$ cat config.mk
export PLATFORM = sky130hd
export DESIGN_NAME = uart_tx_arbiter
export DESIGN_NICKNAME = d
export VERILOG_FILES = /design/src/rtl/uart_tx_arbiter.sv
export SDC_FILE = /design/constraint.sdc
export NUM_CORES = 1
export LEC_CHECK = 0
export ABC_AREA = 0
export CAP_MARGIN = 20
export CORE_UTILIZATION = 35
export CTS_BUF_LIST = sky130_fd_sc_hd__clkbuf_4
export DETAILED_ROUTE_END_ITERATION = 16
export MAX_ROUTING_LAYER = met4
export PLACE_DENSITY = 0.59
export SLEW_MARGIN = 0
export SYNTH_ARGS = -nofsm -noshare
export SYNTH_HDL_FRONTEND = slang
export SYNTH_SLANG_ARGS = --single-unit
$ cat constraint.sdc
create_clock -name i_clk -period 6.7 [get_ports i_clk]
set_input_delay 1.675 -clock i_clk [delete_from_list [all_inputs] [get_ports i_clk]]
set_output_delay 1.675 -clock i_clk [all_outputs]
set_load 0.02 [all_outputs]
$ cat src/rtl/uart_tx_arbiter.sv
`default_nettype none
// ============================================================================
// uart_tx_arbiter - round-robin, packet-locking arbiter in front of uart_tx
// Revision 1.0
// ============================================================================
module uart_tx_arbiter #(
  parameter int N_REQ       = 3,
  parameter int TIMEOUT_CYC = 50000,
  parameter int BUSY_WAIT   = 4
) (
  input  logic               i_clk,
  input  logic               i_rst_n,
  input  logic [N_REQ-1:0]   i_req_valid,
  input  logic [8*N_REQ-1:0] i_req_data,
  input  logic [N_REQ-1:0]   i_req_last,
  output logic [N_REQ-1:0]   o_req_ready,
  input  logic               i_tx_busy,
  output logic               o_tx_start,
  output logic [7:0]         o_tx_data,
  output logic [1:0]         o_grant_id,
  output logic               o_lock_active,
  output logic               o_timeout_err
);

  localparam int          c_WW        = (BUSY_WAIT > 1) ? $clog2(BUSY_WAIT) : 1;
  localparam logic [c_WW-1:0] c_WAIT_LAST = c_WW'(BUSY_WAIT - 1);
  localparam logic [15:0] c_TO_LAST   = 16'(TIMEOUT_CYC - 1);
  localparam logic [1:0]  c_PTR_INIT  = 2'(N_REQ - 1);

  typedef enum logic [1:0] {
    S_IDLE    = 2'd0,
    S_START   = 2'd1,
    S_WAIT_HI = 2'd2,
    S_WAIT_LO = 2'd3
  } state_t;

  state_t          r_state;
  state_t          w_state_nxt;
  logic [1:0]      r_rr_ptr;
  logic [15:0]     r_to_cnt;
  logic [c_WW-1:0] r_wait_cnt;
  logic [7:0]      r_tx_data;
  logic [1:0]      r_grant_id;
  logic            r_lock;
  logic            r_timeout;

  logic            w_found;
  logic [1:0]      w_cand;
  logic            w_owner_valid;
  logic [7:0]      w_cand_data;
  logic            w_cand_last;
  logic            w_accept;
  logic            w_to_count;
  logic            w_to_fire;

  // Candidate selection: the lock owner only, or a rotating search after r_rr_ptr.
  always_comb begin
    w_found       = 1'b0;
    w_cand        = 2'd0;
    w_owner_valid = 1'b0;
    for (int j = 0; j < N_REQ; j++) begin
      if (2'(j) == r_grant_id) w_owner_valid = i_req_valid[j];
    end
    if (r_lock) begin
      w_found = w_owner_valid;
      w_cand  = r_grant_id;
    end else begin
      for (int k = 1; k <= N_REQ; k++) begin
        for (int j = 0; j < N_REQ; j++) begin
          if (!w_found && i_req_valid[j] && (j == (int'(r_rr_ptr) + k) % N_REQ)) begin
            w_found = 1'b1;
            w_cand  = 2'(j);
          end
        end
      end
    end
  end

  assign w_accept   = i_rst_n && (r_state == S_IDLE) && w_found && !i_tx_busy;
  assign w_to_count = (r_state == S_IDLE) && r_lock && !w_owner_valid;
  assign w_to_fire  = w_to_count && (r_to_cnt == c_TO_LAST);

  always_comb begin
    o_req_ready = '0;
    w_cand_data = 8'h00;
    w_cand_last = 1'b0;
    for (int j = 0; j < N_REQ; j++) begin
      if (2'(j) == w_cand) begin
        o_req_ready[j] = w_accept;
        w_cand_data    = i_req_data[8*j +: 8];
        w_cand_last    = i_req_last[j];
      end
    end
  end

  always_comb begin
    w_state_nxt = r_state;
    o_tx_start  = 1'b0;
    case (r_state)
      S_IDLE: begin
        if (w_accept) w_state_nxt = S_START;
      end
      S_START: begin
        o_tx_start  = 1'b1;
        w_state_nxt = S_WAIT_HI;
      end
      S_WAIT_HI: begin
        // Give up on a busy flag that never rises after BUSY_WAIT cycles.
        if (i_tx_busy)                      w_state_nxt = S_WAIT_LO;
        else if (r_wait_cnt == c_WAIT_LAST) w_state_nxt = S_IDLE;
      end
      S_WAIT_LO: begin
        if (!i_tx_busy) w_state_nxt = S_IDLE;
      end
      default: w_state_nxt = S_IDLE;
    endcase
  end

  always_ff @(posedge i_clk) begin
    if (!i_rst_n) r_state <= S_IDLE;
    else          r_state <= w_state_nxt;
  end

  always_ff @(posedge i_clk) begin
    if (!i_rst_n) begin
      r_rr_ptr   <= c_PTR_INIT;
      r_to_cnt   <= '0;
      r_wait_cnt <= '0;
      r_tx_data  <= 8'h00;
      r_grant_id <= 2'd0;
      r_lock     <= 1'b0;
      r_timeout  <= 1'b0;
    end else begin
      r_timeout <= 1'b0;
      // A stalled lock owner leaves r_rr_ptr on itself so the search restarts after it.
      if (w_accept) begin
        r_tx_data  <= w_cand_data;
        r_grant_id <= w_cand;
        r_rr_ptr   <= w_cand;
        r_lock     <= ~w_cand_last;
        r_to_cnt   <= '0;
      end else if (w_to_fire) begin
        r_lock    <= 1'b0;
        r_timeout <= 1'b1;
        r_to_cnt  <= '0;
      end else if (!r_lock) begin
        r_to_cnt <= '0;
      end else if (w_to_count) begin
        r_to_cnt <= r_to_cnt + 16'd1;
      end

      if (r_state == S_START)                      r_wait_cnt <= '0;
      else if (r_state == S_WAIT_HI && !i_tx_busy) r_wait_cnt <= r_wait_cnt + 1'b1;
    end
  end

  assign o_tx_data     = r_tx_data;
  assign o_grant_id    = r_grant_id;
  assign o_lock_active = r_lock;
  assign o_timeout_err = r_timeout;

endmodule
`default_nettype wire

==> results.yml <==
outcome:
  status: "completed"
pwr:
  p_per_area_mw_per_mm2: 242
  combPwrFrac_pct: 40.8
  p_int_uw: 364
  p_seq_share_pct: 41.0
  power.switching_uw: 220
  p_total_uw: 584
  power.share.clock_pct: 18.2
  switching_share_pct: 37.7
  leakagePower_uw: 0.000784
  vdd_drop_max_uv: 95.4
finish:
  layout_commonest_cell: "clkdlybuf4s50_1"
  nNetsFinal: 295
  drive_above_1_share_pct: 6.98
  antenna_cells: 0
  fill_cells: 531
  utilization_pct: 47.1
  layout.cells.most_common_list: "48 x clkdlybuf4s50_1, 33 x dfxtp_1, 32 x nor2_1"
  syn_to_final_growth_pct: 30.0
synthesis:
  ys.warnings.count: 0
  synth_fa_ha_area_share_pct: 2.70
  syn_inst: 211
  yosysSeqAreaShare_pct: 35.7
  synthArstFlopShare_pct: 0
  synth.distinct_cells: 50
  yosys.area_share.simple_pct: 23.0
  synth_edf_count: 0
  yosys.area.top_type: "dfxtp_1"
  synth.area.top_cells: "dfxtp_1 36%, xnor2_1 6.6%, nor2_1 6.5%"
  synth_seq_cells: 33
  synth_compound_area_share_pct: 19.5
  synth_top_family_by_area: "simple AND/OR/NAND/NOR gates"
  synth_nets: 248
  synthMuxAreaShare_pct: 5.47
  synthDominantCellAreaShare_pct: 35.7
  synth_flop_cell: "dfxtp_1"
  syn_area_mm2: 0.00185
  postSynthAreaPerCell_um2: 8.78
  synth_xor_area_share_pct: 7.09
place:
  gp_congestion: 0.795
  numPortBuffers: 48
  dp_hpwl_um: 3260
sta:
  setup_violations: 0
  finalCriticalPeriod_ns: 6.02
  drv_slew: 0
  final-hold-violation-count: 0
  tns_ns: 0
  fmax_ghz: 0.166
  post-route-period-util_pct: 89.9
  worstMarginPinSlew_ns: 0.831
  rsz0062_at_grt: "no"
  relSlewSlack_pct: 44.1
  skew_ns: 0.00316
clock_tree:
  cts_tree: "done"
  cts_buffers: 5
  cts_max_path_buffers: 2
  cts_hold_buffers: 0
  clkLatencyLatePin_ns: 0.33
  root_buffer: "clkbuf_4"
  cts_sinks: 33
  clk_pin_slew_ns: 0.10
  htree_num_levels: 2
  postCtsSetupRepairBufs: 0
  cts_resized: 0
floorplanning:
  start_util_pct: 36.3
  coreArea_mm2: 0.00511
  ioPinCount: 49
  rows: 26
  fp.dieW_um: 74.7
  die_area_mm2: 0.00559
  dieHeight_um: 74.7
worst_setup_path:
  setup.worst_path.class: "input port to output pin"
  crit_path_end_kind: "output pin"
  startpoint_type: "input port"
  cp_data_required_time_ns: 5.03
  cp_max_fo: 9
  arrival_ns: 4.35
route:
  first_pass_iters: 4
  drc_errors: 0
  drt_iter0_drc: 144
  wl_per_cell_um: 13.4
  ant_nets: 0
  drt_wl_total_um: 4410
  num_vias: 1653
  viasPerCell: 5.04
job:
  drv_cap: 0
min_path:
  min_path_type: "flip-flop to flip-flop"
grt:
  antenna_found_initial: 0
  grt_max_degree: 18
  groute.usage.overall_pct: 17.0
  overflow: 0
  grt_pass1_wl_um: 6970
  grt_pass1_vias: 1507
per-stage QoR:
step | hold slack, ns | area (um2) | worst slack (ns) | std cells
finish | 0.535 | 2410 | 0.680 | 328
CTS | 0.536 | 2410 | 0.661 | 328
floorplan | 0.485 | 1850 | 1.85 | 211
global placement | 0.507 | 2360 | 0.691 | 321
global route | 0.554 | 2410 | 0.534 | 328
detailed placement | 0.508 | 2360 | 0.672 | 321
kinds of logic after synthesis:
family,after synthesis
xor+xnor,15
simple gates,80
fa+ha+maj,4
compound gates,46
flops,33
mux,10
buf+inv,23
cell usage after synthesis, drive strengths merged (2+ instances only):
master	number
nor2	32
xnor2	14
a21boi	6
o22ai	7
nand4	3
a21oi	3
o31ai	3
buf	7
nor3	5
inv	13
ha	4
nand2b	2
and2	3
clkbuf	2
o211ai	5
dfxtp	33
a41oi	6
nor4	6
mux2i	9
or2	2
o21ai	4
a32o	2
o21a	5
nand3	6
nand2	10
and4	2
routing by layer:
layer	global-route usage (%)	share of wire, %	vias up
met5	-	0	-
met4	6.29	1.4	0
met3	3.35	3.1	7
met2	26.1	46	28
met1	22.2	49	761
li1	-	-	857
power groups by stage:
stage	Combinational [uW]	Clock [uW]	Sequential, uW
floorplan	145	0	253
global placement	239	0	245
detailed placement	238	0	244
CTS	239	111	239
global route	258	120	243
finish	238	106	239
worst paths after layout:
path,from,end,slack (ns),depth (start not counted)
setup / recovery,i_rst_n,o_req_ready[0],0.68,7
hold / removal,r_to_cnt[15],r_to_cnt[15],0.53,2
setup reg to reg,r_rr_ptr[0],o_lock_active,4.17,7
hold reg to reg,r_to_cnt[15],r_to_cnt[15],0.53,2
sequential cells by signal (all words and copies together) (netlist names):
| name | count |
|---|---|
| r_rr_ptr | 2 |
| o_tx_data | 8 |
| o_grant_id | 1 |
| r_to_cnt | 16 |
| r_state | 2 |
| o_lock_active | 1 |
| r_wait_cnt | 2 |
| o_timeout_err | 1 |
worst max-delay path, stage by stage:
cell	delay (ns)
clkdlybuf4s50_1	0.64
or4b_4	0.51
a221oi_4	0.37
nand2_2	0.17
nor2_1	0.22
and2_1	0.15
clkdlybuf4s50_1	0.60
layout make-up:
class,instances,area [um2],area share (%)
Sequential cell,33,661,27.4
Clock inverter,2,11.3,0.468
Multi-Input combinational cell,155,1070,44.4
Clock buffer,5,37.5,1.56
Inverter,14,52.6,2.18
Tap cell,70,87.6,3.64
Timing Repair Buffer,49,488,20.3
(Power assumes the default switching activity.)
